`src/rtl/drv_pwr_seq.sv`:
```
`default_nettype none
// ============================================================================
// Module      : drv_pwr_seq
// Description : Per-drive-bay power sequencer. Enables the bay hot-swap
//               controller, qualifies its power-good against a ramp timeout
//               and then raises DRV_PWROK for the PCIe reset controller. On
//               power-down DRV_PWROK falls first so PERST# asserts before the
//               rail goes away, and a minimum off time is enforced before the
//               bay may be re-enabled.
// Ports       : SYSCLK      - system clock
//               RESET_N     - asynchronous active-low reset
//               DRV_PRSNT_L - bay presence, low = present (asynchronous)
//               PWR_REQ     - bay power request, high = on (asynchronous)
//               PWR_GOOD    - hot-swap power-good (asynchronous)
//               FAULT_CLR   - single-cycle fault clear (SYSCLK domain)
//               DRV_PWR_EN  - hot-swap enable
//               DRV_PWROK   - rails stable, to PCIe reset controller
//               PWR_FAULT   - latched power fault
//               STATE       - current state encoding for readback
// Revision    : 1.0 - initial release
// ============================================================================
module drv_pwr_seq #(
  parameter int CNT_W        = 32,
  parameter int RAMP_TIMEOUT = 2500000,
  parameter int DEBOUNCE     = 250,
  parameter int PERST_LEAD   = 25000,
  parameter int OFF_MIN      = 12500000
) (
  input  logic       SYSCLK,
  input  logic       RESET_N,
  input  logic       DRV_PRSNT_L,
  input  logic       PWR_REQ,
  input  logic       PWR_GOOD,
  input  logic       FAULT_CLR,
  output logic       DRV_PWR_EN,
  output logic       DRV_PWROK,
  output logic       PWR_FAULT,
  output logic [2:0] STATE
);

  // Reject parameter sets the counters cannot represent.
  generate
    if ((DEBOUNCE < 1) || ((DEBOUNCE >> CNT_W) != 0) ||
        (PERST_LEAD < 1) || ((PERST_LEAD >> CNT_W) != 0) ||
        (OFF_MIN < 1) || ((OFF_MIN >> CNT_W) != 0) ||
        (RAMP_TIMEOUT < 1) || ((RAMP_TIMEOUT >> CNT_W) != 0)) begin : g_bad_param
      $error("drv_pwr_seq: DEBOUNCE, PERST_LEAD, OFF_MIN, RAMP_TIMEOUT must be >= 1 and < 2**CNT_W");
    end
  endgenerate

  localparam logic [CNT_W-1:0] c_ramp_last  = CNT_W'(RAMP_TIMEOUT - 1);
  localparam logic [CNT_W-1:0] c_lead_last  = CNT_W'(PERST_LEAD - 1);
  localparam logic [CNT_W-1:0] c_off_last   = CNT_W'(OFF_MIN - 1);
  localparam logic [CNT_W-1:0] c_debounce   = CNT_W'(DEBOUNCE);

  typedef enum logic [2:0] {
    ST_OFF       = 3'd0,
    ST_RAMP      = 3'd1,
    ST_ON        = 3'd2,
    ST_DRAIN     = 3'd3,
    ST_DISCHARGE = 3'd4,
    ST_FAULT     = 3'd5
  } state_t;

  state_t           r_state;
  state_t           w_state_nxt;
  logic [CNT_W-1:0] r_cnt;
  logic [CNT_W-1:0] r_db;
  logic             r_prsnt_l_meta, r_prsnt_l_sync;
  logic             r_req_meta,     r_req_sync;
  logic             r_good_meta,    r_good_sync;
  logic             w_present;
  logic             w_db_ok;
  logic             w_counting;

  // Two-flop synchronisers, reset to the levels that keep the bay off.
  always_ff @(posedge SYSCLK or negedge RESET_N) begin
    if (!RESET_N) begin
      r_prsnt_l_meta <= 1'b1;
      r_prsnt_l_sync <= 1'b1;
      r_req_meta     <= 1'b0;
      r_req_sync     <= 1'b0;
      r_good_meta    <= 1'b0;
      r_good_sync    <= 1'b0;
    end else begin
      r_prsnt_l_meta <= DRV_PRSNT_L;
      r_prsnt_l_sync <= r_prsnt_l_meta;
      r_req_meta     <= PWR_REQ;
      r_req_sync     <= r_req_meta;
      r_good_meta    <= PWR_GOOD;
      r_good_sync    <= r_good_meta;
    end
  end

  assign w_present  = ~r_prsnt_l_sync;
  assign w_db_ok    = (r_db == c_debounce);
  assign w_counting = (r_state == ST_RAMP) || (r_state == ST_DRAIN) ||
                      (r_state == ST_DISCHARGE);

  // Debounce: run length of consecutive synced power-good highs, capped.
  always_ff @(posedge SYSCLK or negedge RESET_N) begin
    if (!RESET_N) begin
      r_db <= '0;
    end else if (!r_good_sync) begin
      r_db <= '0;
    end else if (!w_db_ok) begin
      r_db <= r_db + CNT_W'(1);
    end
  end

  always_ff @(posedge SYSCLK or negedge RESET_N) begin
    if (!RESET_N) begin
      r_state <= ST_OFF;
    end else begin
      r_state <= w_state_nxt;
    end
  end

  // Phase counter restarts on every state change and never wraps.
  always_ff @(posedge SYSCLK or negedge RESET_N) begin
    if (!RESET_N) begin
      r_cnt <= '0;
    end else if (w_state_nxt != r_state) begin
      r_cnt <= '0;
    end else if (w_counting && (r_cnt != '1)) begin
      r_cnt <= r_cnt + CNT_W'(1);
    end
  end

  always_comb begin
    w_state_nxt = r_state;
    unique case (r_state)
      ST_OFF: begin
        if (w_present && r_req_sync) w_state_nxt = ST_RAMP;
      end
      ST_RAMP: begin
        // Losing the request or the drive beats qualification; a
        // qualification landing on the timeout cycle still wins.
        if (!w_present || !r_req_sync) w_state_nxt = ST_DISCHARGE;
        else if (w_db_ok)              w_state_nxt = ST_ON;
        else if (r_cnt == c_ramp_last) w_state_nxt = ST_FAULT;
      end
      ST_ON: begin
        if (!w_present)       w_state_nxt = ST_DISCHARGE;
        else if (!r_good_sync) w_state_nxt = ST_FAULT;
        else if (!r_req_sync)  w_state_nxt = ST_DRAIN;
      end
      ST_DRAIN: begin
        // PWROK is already low here, so a power-good drop is irrelevant.
        if (!w_present || (r_cnt == c_lead_last)) w_state_nxt = ST_DISCHARGE;
      end
      ST_DISCHARGE: begin
        if (r_cnt == c_off_last) w_state_nxt = ST_OFF;
      end
      ST_FAULT: begin
        if (FAULT_CLR) w_state_nxt = ST_DISCHARGE;
      end
      default: w_state_nxt = ST_OFF;
    endcase
  end

  // Outputs decode the state register only.
  assign DRV_PWR_EN = (r_state == ST_RAMP) || (r_state == ST_ON) ||
                      (r_state == ST_DRAIN);
  assign DRV_PWROK  = (r_state == ST_ON);
  assign PWR_FAULT  = (r_state == ST_FAULT);
  assign STATE      = r_state;

endmodule
`default_nettype wire

```
`config.mk`:
```
export PLATFORM = sky130hd
export DESIGN_NAME = drv_pwr_seq
export DESIGN_NICKNAME = d
export VERILOG_FILES = /design/src/rtl/drv_pwr_seq.sv
export SDC_FILE = /design/constraint.sdc
export NUM_CORES = 1
export LEC_CHECK = 0
export BUFFER_PORTS_ARGS = -buffer_cell sky130_fd_sc_hd__buf_2
export CORE_AREA = 2 2 93 95
export CTS_CLUSTER_DIAMETER = 60
export CTS_CLUSTER_SIZE = 8
export DETAILED_ROUTE_END_ITERATION = 7
export DIE_AREA = 0 0 95 97
export HOLD_SLACK_MARGIN = 0.15
export PLACE_DENSITY = 0.68
export RECOVER_POWER = 50
export SLEW_MARGIN = 20
export SYNTH_ARGS = -nofsm -noshare
export SYNTH_HDL_FRONTEND = slang
export SYNTH_SLANG_ARGS = --single-unit
```
`constraint.sdc`:
```
create_clock -name SYSCLK -period 2 [get_ports SYSCLK]
set_input_delay 0.4 -clock SYSCLK [delete_from_list [all_inputs] [get_ports SYSCLK]]
set_output_delay 0.4 -clock SYSCLK [all_outputs]
set_load 0.03 [all_outputs]
```
==> impl_metrics.py <==
metrics = {
    "timing": {
        "max_freq_mhz": 459,
        "max_slew_margin_pct": 28.3,
        "fin_setup_tns_ps": -4740,
        "setup_ws_ps": -178,
        "rsz0062_at_grt": "true",
        "skew_ps": 9.08,
        "setup_viol": 33,
        "fin_crit_sh_pct": 109,
        "hold_violations": 0,
        "slew_violations": 0,
        "min_period_ps": 2180,
        "tightest_slew_ps": 1080,
    },
    "power_and_ir_drop": {
        "p_leak_uw": 0.00238,
        "ir_worst_vdd_mv": 0.404,
        "power_switching_uw": 617,
        "pwr-share-clk_pct": 43.2,
        "switching_share_pct": 22.2,
        "p_comb_share_pct": 2.9,
        "powerDensity_nw_per_um2": 522,
        "pwr-share-seq_pct": 53.9,
        "p_int_uw": 2170,
    },
    "critical_path": {
        "path_cells": "ha_1 -> nand4_1 -> nor4_4 -> buf_4 -> a21oi_1 -> and3_2 -> xnor2_1 -> nor2_4",
        "crit_slowest_cell": "dfrtp_1",
        "path_max_fanout": 4,
        "startpoint_type": "flop",
        "arrival_ps": 2410,
        "max_stage_delay_ps": 360,
        "cp-startpoint": "r_cnt[0]$_DFFE_PN0P_",
        "cp.required_ps": 2230,
        "crit_end": "r_cnt[4]$_DFFE_PN0P_",
        "r2r-start": "r_cnt[0]$_DFFE_PN0P_",
        "reg2reg_to": "r_cnt[4]$_DFFE_PN0P_",
        "crit_type": "flop to flop",
        "end_kind": "flop",
        "r2r_slack_ps": -180,
        "r2r.worst_path.cells": 8,
    },
    "placement": {
        "hpwlAfterDp_um": 6990,
        "port_buffers": 11,
        "gp_congestion": 0.894,
        "post-place-ws_ps": -263,
    },
    "synthesis": {
        "yosysWarnings": 0,
        "synth_edf_count": 0,
        "yosys.area.top_type": "dfrtp_1",
        "avgSynthCellArea_sq_um": 9.83,
        "synth.top_cell.area_share_pct": 44.2,
        "syn_inst": 409,
        "netlist_area_sq_um": 4020,
        "synth_common_cells": "dfrtp_1, xnor2_1, nor3_1",
        "synthesis.nets": 418,
        "seq_area_frac_synth_pct": 45.5,
        "synthDistinctLibCells": 54,
        "async_flop_share_pct": 100,
        "synth.most_common_cell": "dfrtp_1",
        "ys_ff_latch": 73,
        "ys.flop_type": "dfrtp_1",
        "yosys-top-cells-area": "dfrtp_1, xnor2_1, xor2_1",
    },
    "drt": {
        "drt_iter0_markers": 269,
        "vias": 3566,
        "firstDrtPassIters": 4,
        "avgRoutedWirePerCell_um": 16.4,
        "wl_um": 10300,
        "viasPerCell": 5.70,
        "antenna_left": 0,
        "drc": 0,
    },
    "die": {
        "die_w_um": 95,
        "design.die.area_sq_um": 9220,
        "core_region_area_sq_um": 8130,
        "start_util_pct": 49.4,
        "io_pins": 12,
        "dieHeight_um": 97,
        "num_rows": 33,
    },
    "cts": {
        "clock_latency_ps": 340,
        "path_clk_slew_ps": 80,
        "h-tree-depth": 3,
        "root_buffer": "clkbuf_8",
        "clock-sinks": 73,
        "clock_path_buffers": 2,
        "cts_buffers": 9,
        "cts_tree": "done",
    },
    "layout": {
        "fillers": 614,
        "diodes": 0,
        "final_layout_size_suffix_gt1_share_pct": 34.0,
        "area_delta_synth_final_pct": 32.6,
        "fin_util_pct": 65.6,
        "nets": 525,
    },
    "global_route": {
        "track_usage_pct": 23.0,
        "gr-total-overflow": 0,
        "grt_max_degree": 43,
        "grt_pass1_wl_um": 16700,
        "grt_pass1_vias": 3430,
        "antenna_found_initial": 0,
    },
    "status": {
        "status": "complete, but fails checks",
        "violations": "setup timing",
    },
    "flow_run": {
        "drv_cap": 0,
    },
    "hold_path": {
        "hold_class": "input port to flop",
    },
}
==> layout make-up <==
type / count / area, sq um / share of cell area, %
multi-input cells: 307 / 2260 / 42.4
flip-flops and latches: 73 / 1830 / 34.4
repair buffers: 113 / 858 / 16.1
clock buffers: 14 / 163 / 3.05
well taps: 105 / 131 / 2.46
inverters: 12 / 47.5 / 0.892
clock inverters: 2 / 37.5 / 0.704
==> placed cells by master, fill, tap and decap left out, types with 7 or more instances in the layout <==
cell type and instances:
and2_1 24, buf_2 10, buf_4 96, clkbuf_8 11, dfrtp_1 68, inv_1 10, nand2_1 26, nand3_1 23
nand4_1 22, nor2_1 20, nor3_1 22, nor3_2 9, nor4_1 12, o21ai_0 10, or3_1 7, xnor2_1 35
xor2_1 19
==> critical path, delay by kind of cell, from the launching register on <==
kind                       cells  cell delay, ps
adders and majority gates      1             220
DFF                            1             360
AOI/OAI and AO/OA              1             130
buffers and inverters          1             190
xor gates and xnor gates       1             320
and+or+nand+nor                4             850
==> timing repair <==
item	in CTS	in global routing
pin swaps	1	8
hold buffers	1	1
setup endpoints to repair	35	41
hold endpoints to repair	39	1
buffers inserted	1	6
gates resized for setup	7	29
==> registers in the layout, indices dropped and copies added, names as in the netlist <==
register,count
r_cnt,32
r_prsnt_l_meta,1
r_req_meta,1
STATE,3
r_prsnt_l_sync,1
r_db,32
r_good_meta,1
r_good_sync,1
r_req_sync,1
==> per-layer routing <==
| layer | wire length (um) | global-route usage, % | vias to the layer above |
|---|---|---|---|
| met5 | 0 | 0 | - |
| met2 | 4880 | 34.7 | 100 |
| li1 | - | - | 1679 |
| met1 | 4760 | 33.7 | 1772 |
| met4 | 191 | 7.80 | 0 |
| met3 | 457 | 3.58 | 15 |
==> kinds of logic after synthesis <==
logic type / synth area share, %
compound gates: 7.59
xor+xnor: 11.8
fa+ha+maj: 0.934
buf+inv: 3.61
flops: 45.5
mux: 0.498
simple gates: 30.1
==> stage by stage <==
stage	power [uW]	cell area [sq um]	std cells	hold slack, ps
3_3_place_gp	1600	4920	602	337
4_1_cts	2800	5170	620	155
3_5_place_dp	1600	4920	602	347
6_report	2780	5330	626	170
2_1_floorplan	1550	4110	409	104
5_1_grt	2890	5330	626	158
==> power groups by stage <==
stage | clock network [uW] | logic, uW | registers [uW]
floorplan | 0 | 23.0 | 1520
global placement | 0 | 76.0 | 1530
detailed placement | 0 | 76.7 | 1530
CTS | 1220 | 78.5 | 1500
global route | 1290 | 94.1 | 1500
finish | 1200 | 81.1 | 1500
==> worst min-delay path by stage <==
stage / startpoint / end / slack [ps] / cells past startpoint
6_report: PWR_GOOD / r_good_meta$_DFF_PN0_ / 170 / 1
4_1_cts: DRV_PRSNT_L / r_prsnt_l_meta$_DFF_PN1_ / 150 / 1
5_1_grt: PWR_GOOD / r_good_meta$_DFF_PN0_ / 160 / 1
3_5_place_dp: r_prsnt_l_meta$_DFF_PN1_ / r_prsnt_l_sync$_DFF_PN1_ / 350 / 0
2_1_floorplan: RESET_N / STATE[0]$_DFF_PN0_ / 100 / 0
3_3_place_gp: r_req_meta$_DFF_PN0_ / r_req_sync$_DFF_PN0_ / 340 / 0
No activity file was read; power rests on OpenSTA's default activity.
